## config.mk

```make
export PLATFORM = sky130hd
export DESIGN_NAME = mod_147_tx_dme_flat
export DESIGN_NICKNAME = d
export VERILOG_FILES = /design/src/rtl/mod_147_tx_dme_pkg.sv /design/src/rtl/mod_147_tx_dme_if.sv /design/src/rtl/mod_147_std_timer.sv /design/src/rtl/mod_147_tx_dme.sv /design/src/flat_wrapper.sv
export SDC_FILE = /design/constraint.sdc
export NUM_CORES = 1
export LEC_CHECK = 0
export ABC_CLOCK_PERIOD_IN_PS = 2800
export BUFFER_PORTS_ARGS = -buffer_cell sky130_fd_sc_hd__buf_2
export CAP_MARGIN = 5
export CORE_AREA = 2 2 39 41
export CTS_CLUSTER_SIZE = 40
export DETAILED_ROUTE_END_ITERATION = 8
export DIE_AREA = 0 0 41 43
export PLACE_DENSITY = 0.74
export SLEW_MARGIN = 10
export SYNTH_ARGS = -nofsm -noshare
export SYNTH_HDL_FRONTEND = slang
export SYNTH_SLANG_ARGS = --single-unit
```

## constraint.sdc

```tcl
create_clock -name clk -period 2.8 [get_ports clk]
set_input_delay 0.14 -clock clk [delete_from_list [all_inputs] [get_ports clk]]
set_output_delay 0.14 -clock clk [all_outputs]
set_load 0.02 [all_outputs]
```

## src/rtl/mod_147_tx_dme_pkg.sv

```systemverilog
// Shared Clause 147 transmit constants: 5B code points, boolean levels, symbol width and FSM state type.
// The optional BASE_T1S_TX_SYMCNT_EN feature is configured in the interface and top, not here.
package mod_147_tx_dme_pkg;

   localparam int SYM_W = 5;

   localparam logic TRUE  = 1'b1;
   localparam logic FALSE = 1'b0;

   // 5B code points used by the PCS transmit state diagram.
   localparam logic [SYM_W-1:0] SILENCE = 5'b01000;
   localparam logic [SYM_W-1:0] SYNC    = 5'b11000;
   localparam logic [SYM_W-1:0] SSD     = 5'b10001;
   localparam logic [SYM_W-1:0] ESD     = 5'b01101;
   localparam logic [SYM_W-1:0] ESDOK   = 5'b00111;
   localparam logic [SYM_W-1:0] ESDERR  = 5'b00100;

   typedef enum logic {
      SILENT = 1'b0,
      ACTIVE = 1'b1
   } tx_state_t;

   function automatic logic is_silence(input logic [SYM_W-1:0] sym);
      return (sym == SILENCE);
   endfunction

endpackage

```

## src/rtl/mod_147_tx_dme_if.sv

```systemverilog
// PCS-to-DME transmit bundle; master is the PCS/PMA side, slave is the DME encoder.
// BASE_T1S_TX_SYMCNT_EN adds the 16-bit transmitted-symbol counter to the bundle.
interface mod_147_tx_dme_if;
   import mod_147_tx_dme_pkg::*;

   logic [SYM_W-1:0] tx_sym;
   logic             tx_disable;
   logic             STD;
   logic             tx_dme;
   logic             tx_active;
`ifdef BASE_T1S_TX_SYMCNT_EN
   logic [15:0]      tx_sym_cnt;

   modport master (
      output tx_sym,
      output tx_disable,
      input  STD,
      input  tx_dme,
      input  tx_active,
      input  tx_sym_cnt
   );

   modport slave (
      input  tx_sym,
      input  tx_disable,
      output STD,
      output tx_dme,
      output tx_active,
      output tx_sym_cnt
   );
`else
   modport master (
      output tx_sym,
      output tx_disable,
      input  STD,
      input  tx_dme,
      input  tx_active
   );

   modport slave (
      input  tx_sym,
      input  tx_disable,
      output STD,
      output tx_dme,
      output tx_active
   );
`endif

endinterface

```

## src/rtl/mod_147_std_timer.sv

```systemverilog
// Free-running symbol timer: phase counter, STD pulse, half-bit index and edge-of-half-bit/wrap strobes.
// The bit index within the symbol is half_bit[3:1].
module mod_147_std_timer #(
   parameter int CLK_PER_HALF_BIT = 1
) (
   input  logic       clk,
   input  logic       rst_n,
   output logic       std,
   output logic [3:0] half_bit,
   output logic       hb_last,
   output logic       wrap
);

   localparam int SYM_CLKS = 10 * CLK_PER_HALF_BIT;
   localparam int PH_W     = $clog2(SYM_CLKS);
   localparam int SUB_W    = (CLK_PER_HALF_BIT > 1) ? $clog2(CLK_PER_HALF_BIT) : 1;

   logic [SUB_W-1:0] sub_reg;
   logic [3:0]       hb_reg;
   logic             std_reg;
   logic [PH_W-1:0]  phase;

   // Phase is kept as (half-bit, clk-within-half-bit) so half-bit edges need no divider.
   always_comb begin
      phase   = PH_W'(int'(hb_reg) * CLK_PER_HALF_BIT + int'(sub_reg));
      hb_last = (sub_reg == SUB_W'(CLK_PER_HALF_BIT - 1));
      wrap    = hb_last && (hb_reg == 4'd9);
   end

   always_ff @(posedge clk) begin
      if (!rst_n) begin
         sub_reg <= '0;
         hb_reg  <= '0;
         std_reg <= 1'b0;
      end else begin
         if (hb_last) begin
            sub_reg <= '0;
            hb_reg  <= wrap ? 4'd0 : hb_reg + 4'd1;
         end else begin
            sub_reg <= sub_reg + SUB_W'(1);
         end
         // Registered one phase early so STD is high while phase == SYM_CLKS-2.
         std_reg <= (phase == PH_W'(SYM_CLKS - 3));
      end
   end

   assign std      = std_reg;
   assign half_bit = hb_reg;

endmodule

```

## src/rtl/mod_147_tx_dme.sv

```systemverilog
// Clause 147 transmit DME stage: loads tx_sym at each symbol wrap, serializes MSB first and DME-encodes it.
// Optional macro BASE_T1S_TX_SYMCNT_EN adds the saturating tx_sym_cnt output.
module mod_147_tx_dme
   import mod_147_tx_dme_pkg::*;
#(
   parameter int CLK_PER_HALF_BIT = 1
) (
   input  logic              clk,
   input  logic              rst_n,
   mod_147_tx_dme_if.slave   tx
);

   logic       std;
   logic [3:0] half_bit;
   logic       hb_last;
   logic       wrap;

   mod_147_std_timer #(
      .CLK_PER_HALF_BIT(CLK_PER_HALF_BIT)
   ) u_timer (
      .clk      (clk),
      .rst_n    (rst_n),
      .std      (std),
      .half_bit (half_bit),
      .hb_last  (hb_last),
      .wrap     (wrap)
   );

   tx_state_t        state_reg, state_next;
   logic [SYM_W-1:0] shift_reg, shift_next;
   logic             dme_reg, dme_next;
   logic [2:0]       bit_ptr;
   logic             cur_bit;
   logic             load_active;

   // Pointer is 4 at reset/phase 0 and walks down to 0 across the symbol.
   assign bit_ptr     = 3'(SYM_W - 1) - half_bit[3:1];
   assign cur_bit     = shift_reg[bit_ptr];
   assign load_active = wrap && !is_silence(tx.tx_sym) && !tx.tx_disable;

   always_comb begin
      state_next = state_reg;
      shift_next = shift_reg;
      dme_next   = dme_reg;

      if (wrap) begin
         shift_next = tx.tx_sym;
      end

      unique case (state_reg)
         SILENT: begin
            dme_next = 1'b0;
            if (load_active) begin
               state_next = ACTIVE;
               dme_next   = 1'b1;
            end
         end
         ACTIVE: begin
            if (tx.tx_disable || (wrap && is_silence(tx.tx_sym))) begin
               state_next = SILENT;
               dme_next   = 1'b0;
            end else if (hb_last) begin
               // Even current half-bit means the next half-bit is the mid-bit of the same bit.
               if (wrap || half_bit[0]) begin
                  dme_next = ~dme_reg;
               end else if (cur_bit) begin
                  dme_next = ~dme_reg;
               end
            end
         end
         default: begin
            state_next = SILENT;
            dme_next   = 1'b0;
         end
      endcase
   end

   always_ff @(posedge clk) begin
      if (!rst_n) begin
         state_reg <= SILENT;
         shift_reg <= SILENCE;
         dme_reg   <= 1'b0;
      end else begin
         state_reg <= state_next;
         shift_reg <= shift_next;
         dme_reg   <= dme_next;
      end
   end

   assign tx.STD       = std;
   assign tx.tx_dme    = dme_reg;
   assign tx.tx_active = (state_reg == ACTIVE);

`ifdef BASE_T1S_TX_SYMCNT_EN
   logic [15:0] cnt_reg;

   // Counts symbols that actually go onto the line; a disabled load is not counted.
   always_ff @(posedge clk) begin
      if (!rst_n) begin
         cnt_reg <= '0;
      end else if (load_active && (cnt_reg != 16'hFFFF)) begin
         cnt_reg <= cnt_reg + 16'd1;
      end
   end

   assign tx.tx_sym_cnt = cnt_reg;
`endif

endmodule
```

## src/flat_wrapper.sv

```systemverilog
// flat-port wrapper written by rule: the top's interface ports become plain ports
module mod_147_tx_dme_flat import mod_147_tx_dme_pkg::*;
#(
   parameter int CLK_PER_HALF_BIT = 1
)
  (clk, rst_n, tx_tx_sym, tx_tx_disable, tx_STD, tx_tx_dme, tx_tx_active);
  mod_147_tx_dme_if tx_i ();
  input  logic clk;
  input  logic rst_n;
  input wire logic [$bits(tx_i.tx_sym)-1:0] tx_tx_sym;
  input wire logic [$bits(tx_i.tx_disable)-1:0] tx_tx_disable;
  output wire logic [$bits(tx_i.STD)-1:0] tx_STD;
  output wire logic [$bits(tx_i.tx_dme)-1:0] tx_tx_dme;
  output wire logic [$bits(tx_i.tx_active)-1:0] tx_tx_active;
  assign tx_i.tx_sym = tx_tx_sym;
  assign tx_i.tx_disable = tx_tx_disable;
  assign tx_STD = tx_i.STD;
  assign tx_tx_dme = tx_i.tx_dme;
  assign tx_tx_active = tx_i.tx_active;
  mod_147_tx_dme #(.CLK_PER_HALF_BIT(CLK_PER_HALF_BIT)) u_core (.clk(clk), .rst_n(rst_n), .tx(tx_i));
endmodule
```

Word level (Yosys, flattened, before mapping) --
Cells that the tools add are included. W data, S select, Z words.
Word-level totals: bits in registers 13
Operators by class: bitwise logic cells 3, magnitude comparators 1, reductions and logical operators 10, equality and inequality tests 5, multiplexer cells 11, $add $sub $neg 4
Operator list (number):
- $mux W1 | 7
- $eq A5 B4 Y1 const B | 1
- $add A4 B1 Y4 | 1
- $add A4 B1 Y4 const B | 1
- $eq A4 B3 Y1 const B | 1
- $eq A4 B4 Y1 const B | 1
- $logic_and A1 B1 Y1 | 4
- $lt A3 B4 Y1 const B | 1
- $mux W4 | 1
- $ne A4 B4 Y1 const B | 1
- $pmux W1 S2 | 2
- $reduce_and A2 Y1 | 2
- $bmux W1 S3 | 1
- $ne A3 B3 Y1 const B | 1
- $not A1 Y1 | 3
- $sub A3 B3 Y3 const A | 1
- $logic_not A1 Y1 | 2
- $logic_or A1 B1 Y1 | 2
- $add A1 B1 Y1 const B | 1

Longest topological paths before layout --
Gate-level depths: netlist of the first run.
depth after elaboration 8, gate-level depth with buffers 7, depth with buffers taken out 6

Cells and area by module --
Synthesis of the first run repeated with hierarchy kept, for this count alone.
Unflattened totals: cell total of the unflattened synthesis 74, area, all modules 694.4 um^2
Modules (own cells, without submodules):
- mod_147_tx_dme | area each 370.4 um^2, instances 1, cells an instance 40
- mod_147_std_timer | area each 324.1 um^2, instances 1, cells an instance 34

Worst setup path after synthesis of the first run --
OpenSTA, ideal clock, no wires.
kind register to register, start point register u_core.u_timer.hb_reg[1], in the netlist u_core.u_timer.half_bit[1], end point register u_core.dme_reg, in the netlist u_core.tx.tx_dme, buffers on the path 0, setup time 72 ps, arrival 1670 ps, cell stages (with the launch flop) 6, slack 1058 ps, path through dfxtp_1 inv_1 ha_1 or4b_1 a31oi_2 mux2i_1
Between the ends: word-level cells in the longest chain between the ends 7, elaborated cells on any way between the ends 18, those cells by class add/sub (1); eq/ne (3); mux (7); reduce/logical (7)
Ends and longest elaborated chain:
- start: declaration | line mod_147_std_timer.sv:19 | logic [3:0] hb_reg;
- start signal: assignment | line mod_147_std_timer.sv:38 | hb_reg <= wrap ? 4'd0 : hb_reg + 4'd1;
- branches (longest 7 deep; another with $sub A3 B3 Y3)
- end signal: assignment | line mod_147_tx_dme.sv:86 | dme_reg <= dme_next;
- end: declaration | line mod_147_tx_dme.sv:31 | logic dme_reg, dme_next;
Several ways; the timed one is not identified. The select of a mux whose other input is x is not followed. A chain may end at the register's enable or synchronous reset.

Final worst setup path of the first run --
Ends and elaborated chain as after synthesis.

==> results of run 1 <==
worst min-delay path, cell delays in order:
cell and delay [ns]:
buf_2 0.09, nand2_1 0.04, nand3_1 0.07
report_power, final:
part | internal, mW | switching [mW]
Combinational | 0.0147 | 0.0133
Clock | 0.0552 | 0.0577
Sequential | 0.188 | 0.00653
metrics by stage:
stage	cell area (µm²)	cells	util	hold slack, ns
after detailed placement	747	99	0.540	0.382
final	773	103	0.559	0.0995
after global routing	773	103	0.559	0.116
after CTS	773	103	0.559	0.0901
after global placement	747	99	0.540	0.378
after floorplan	694	77	-	0.264
layout make-up:
cell class	instances	share of cell area
Clock buffer	4	0.0340
Inverter	4	0.0194
Timing Repair Buffer	10	0.0647
Multi-Input combinational cell	56	0.519
Tap cell	16	0.0259
Sequential cell	13	0.337
synthesized netlist by cell type, drive strengths merged:
master   count
nand2       14
dfxtp       13
ha           6
a21boi       4
inv          4
xnor2        4
nor2         3
nor2b        3
nor3         3
a21oi        2
a31oi        2
buf          2
clkbuf       2
nand3        2
o2111ai      2
a2111oi      1
and3         1
and4bb       1
conb         1
mux2i        1
mux4         1
nand3b       1
nand4bb      1
nor4         1
or4b         1
xor2         1
worst paths after layout:
check                         to  slack (ns)  cells past startpoint
min          u_core.shift_reg[3]         0.1                      3
max reg2reg     u_core.tx.tx_dme        0.91                      6
max             u_core.tx.tx_dme        0.91                      6
min reg2reg  u_core.shift_reg[4]        0.45                      2
routing by layer:
metal  GRT usage  vias to the layer above  share of wire
li1            -                      290              -
met1       0.238                      245           0.47
met2       0.259                        9           0.48
met3      0.0471                        2          0.032
met4      0.0600                        0          0.015
met5           0                        -              0
cells by family (layout without fill, tap and decap cells):
logic type / after synthesis / after routing / share of synthesized area
adders and majority gates: 6 / 6 / 0.108
other: 1 / 1 / 0.00540
buffers and inverters: 8 / 18 / 0.0468
AOI/OAI and AO/OA: 11 / 11 / 0.123
muxes: 2 / 2 / 0.0468
and+or+nand+nor: 31 / 31 / 0.232
xor gates and xnor gates: 5 / 5 / 0.0631
DFF: 13 / 13 / 0.375
==> flow_summary.ini, run 1 <==
[clock_network]
cts_num_sinks = 13
clkLatencyLatePin_ns = 0.27
cts_setup_buffers = 0
cts-root-buf = clkbuf_4
path_clk_slew_ns = 0.08
cts_buffers = 3
htreeDepth = 1
cts.repair.resized = 0
clk_path_buf_depth = 2
cts_tree = built
ctsHoldBuffers = 0

[outcome]
status = completed

[floorplanning]
die_x_um = 41
fp.dieH_um = 43
core_region_area_mm2 = 0.00138
fp.dieArea_mm2 = 0.00176
rows = 14
initial_core_util = 0.502
ios = 11

[sta]
post-route-min-period_ns = 1.89
setup_tns_ns = 0
slew_violations = 0
finClkSkew_ns = 0.00696
setup_viol = 0
finalWorstSetupSlack_ns = 0.912
min_period_over_period = 0.674
timing.fmax_ghz = 0.530
hold_viol = 0
rsz0062_at_grt = false

[cells_and_area]
drive_gt1_frac = 0.172
seqCellArea_um2 = 260
diodes = 0
final_common_cell = nand2_1
fillCellCount = 138
area_growth_pct = 11.4
nets = 102
multi_input_area_um2 = 402
largest_reg_flops = 5
final_cell_mix = 14 x nand2_1, 13 x dfxtp_1, 10 x buf_2

[worst_setup_path]
path_buf_inv = 1
crit_arrival_ns = 2.10
cp_data_required_time_ns = 3.01
critPathLaunchType = flip-flop
crit_path_max_fanout = 7
worstPathCellList = inv_1 -> ha_1 -> xnor2_1 -> or4b_1 -> a31oi_2 -> mux2i_1
critPathKind = reg -> reg
critPathLaunch = u_core.u_timer.half_bit[1]
reg2reg_from = u_core.u_timer.half_bit[1]
critical_path.slowest_cell = or4b_1
cp_slowest_stage_delay_ns = 0.49
crit_family = simple AND/OR/NAND/NOR gates
endpoint_kind = flip-flop

[route]
drc = 0
dr.first_iter.drc_count = 6
drtPass1Iterations = 2
wirelength_mm = 1.15
via_per_inst = 5.30
vias = 546
ant_nets = 0
wire_per_inst_um = 11.2

[logic_synthesis]
synth-seq-cells = 13
synth_area_leaders = dfxtp_1 37%, ha_1 11%, nand2_1 7.6%
netlist_area_um2 = 694
syn_nets = 91
syn_area_per_cell_um2 = 9.02
ys_seq_area_frac = 0.375
ys.warnings.count = 0
synthCells = 77
ys_types = 27
synth_top_area_frac = 0.375
synth_largest_area_cell = dfxtp_1

[grt]
grt_pass1_vias = 469
grt_pass1_wl_mm = 2.09
grt_overflow = 0
grt_use_total = 0.175
antenna_found_initial = 0
grt_start_max_net_pins = 13

[worst_hold_path]
min_from = tx_tx_sym[3]
min_path_type = in -> reg

[place]
numPortBuffers = 10
place_ws_ns = 0.927
hpwl_um = 883
place.gp.congestion = 0.742

[flow_run]
max-cap-violations = 0

[power_and_ir_drop]
totalPowerFinal_mw = 0.335
leakagePower_nw = 0.312
p_per_area_mw_per_mm2 = 433
irDropWorstVdd_mv = 0.320
Note: power is estimated with default switching activity, not from simulation.
==> run 2: changes to the inputs <==
Settings changed: ABC_CLOCK_PERIOD_IN_PS 2800 to 1790, CORE_AREA 2 2 39 41 to unset, CORE_MARGIN set to 2, CORE_UTILIZATION set to 52, DIE_AREA 0 0 41 43 to unset.
Clock period 2.8 ns to 1.79 ns, I/O delays scaled along.
==> run 2 against run 1 <==
Die area down 6.8%. Critical path type unchanged. Worst setup slack worse by 0.79 ns. Wire length up 12%. Largest power group unchanged. Sequential power up 54%. Highest routed layer unchanged.
==> flow_summary.ini, run 2 (synthesized netlist as in run 1, its figures left out) <==
[cells_and_area]
nets = 107
final_cell_mix = 14 x nand2_1, 13 x dfxtp_1, 10 x buf_2
drive_gt1_frac = 0.217
area_growth_pct = 16.6
final_common_cell = nand2_1
fillCellCount = 126
final_cells = 107
multi_input_area_um2 = 402
design_area_um2 = 810
seqCellArea_um2 = 260
diodes = 0
largest_reg_flops = 5

[clock_network]
cts_num_sinks = 13
ctsHoldBuffers = 0
cts.repair.resized = 0
htreeDepth = 1
cts_setup_buffers = 0
cts_tree = built
cts_buffers = 3
clk_path_buf_depth = 2
clkLatencyLatePin_ns = 0.28
cts-root-buf = clkbuf_4
path_clk_slew_ns = 0.08

[sta]
setup_tns_ns = 0
finClkSkew_ns = 0.00317
hold_viol = 0
post-route-min-period_ns = 1.67
timing.fmax_ghz = 0.598
min_period_over_period = 0.934
setup_viol = 0
slew_violations = 0
rsz0062_at_grt = false

[floorplanning]
core_region_area_mm2 = 0.00127
initial_core_util = 0.547
die_x_um = 40.5
fp.dieArea_mm2 = 0.00164
fp.dieH_um = 40.5
rows = 13
ios = 11

[route]
drtPass1Iterations = 4
route.layer.met1.wl_um = 628
dr_wl_met3_um = 43
wire_per_inst_um = 12.0
vias = 570
dr.first_iter.drc_count = 7
highest_layer = met4
wl_met2_um = 589
ant_nets = 0
drc = 0
wirelength_mm = 1.29
via_per_inst = 5.33

[grt]
grt_overflow = 0
grt_pass1_vias = 487
grt_start_max_net_pins = 13
antenna_found_initial = 0
grt_pass1_wl_mm = 2.17
grt_use_total = 0.208

[worst_setup_path]
endpoint_kind = flip-flop
path_buf_inv = 1
cp_slowest_stage_delay_ns = 0.52
cp_data_required_time_ns = 2.01
critPathLaunchType = flip-flop
crit_family = simple AND/OR/NAND/NOR gates
critical_path.slowest_cell = or4b_1
critPathKind = reg -> reg
worstPathCellList = inv_1 -> ha_1 -> or4b_1 -> a31oi_2 -> mux2i_1
crit_path_max_fanout = 2
crit_arrival_ns = 1.89

[power_and_ir_drop]
p_per_area_mw_per_mm2 = 669
irDropWorstVdd_mv = 0.444
leakagePower_nw = 0.338
p_sw_frac = 0.246
p_clk_frac = 0.343
combPwrFrac = 0.104
pwr-share-seq = 0.553
p_switching_mw = 0.133
intPower_mw = 0.408

[worst_hold_path]
min_path_type = in -> reg

[place]
numPortBuffers = 10
place.gp.congestion = 0.784
dp.cells = 103
placed_area_um2 = 783
hpwl_um = 953

[flow_run]
max-cap-violations = 0

[outcome]
status = completed
## run 2: worst reg2reg max path: stages (launching register included)
cell and delay [ns]:
dfxtp_1 0.33, inv_1 0.06, ha_1 0.31, or4b_1 0.53, a31oi_2 0.20, mux2i_1 0.19
## run 2: area by class of cell
cell class,count,area share
clock buffers,4,0.0325
inverters,4,0.0185
multi-input cells,56,0.496
flip-flops and latches,13,0.321
well taps,15,0.0232
repair buffers,15,0.108
## run 2: path summary, 6_finish.rpt
check                                   from                  end  slack, ns  cells past startpoint
setup / recovery  u_core.u_timer.half_bit[1]     u_core.tx.tx_dme       0.12                      5
hold reg to reg          u_core.shift_reg[4]  u_core.shift_reg[4]       0.46                      2
setup reg to reg  u_core.u_timer.half_bit[1]     u_core.tx.tx_dme       0.12                      5
hold / removal                  tx_tx_sym[3]  u_core.shift_reg[3]       0.04                      3
## run 2: through the flow
stage / setup WS [ns] / utilization / hold slack, ns / power, mW
after CTS: 0.120 / 0.638 / 0.0380 / 0.547
after global placement: 0.172 / 0.617 / 0.327 / 0.358
final: 0.118 / 0.638 / 0.0435 / 0.541
after detailed placement: 0.118 / 0.617 / 0.334 / 0.362
after floorplan: 0.0482 / - / 0.213 / 0.339
after global routing: 0.00793 / 0.638 / 0.0453 / 0.568
## run 2: metal layers
layer  up-vias  global-route usage
met3         2              0.0500
met4         0               0.100
met2        12               0.325
li1        297                   -
met5         -                   0
met1       259               0.264
## run 2: power by group through the flow
stage | logic (mW) | clock network, mW | registers, mW
global route | 0.0641 | 0.204 | 0.300
global placement | 0.0528 | 0 | 0.306
finish | 0.0565 | 0.186 | 0.299
floorplan | 0.0324 | 0 | 0.306
detailed placement | 0.0562 | 0 | 0.306
CTS | 0.0562 | 0.192 | 0.299
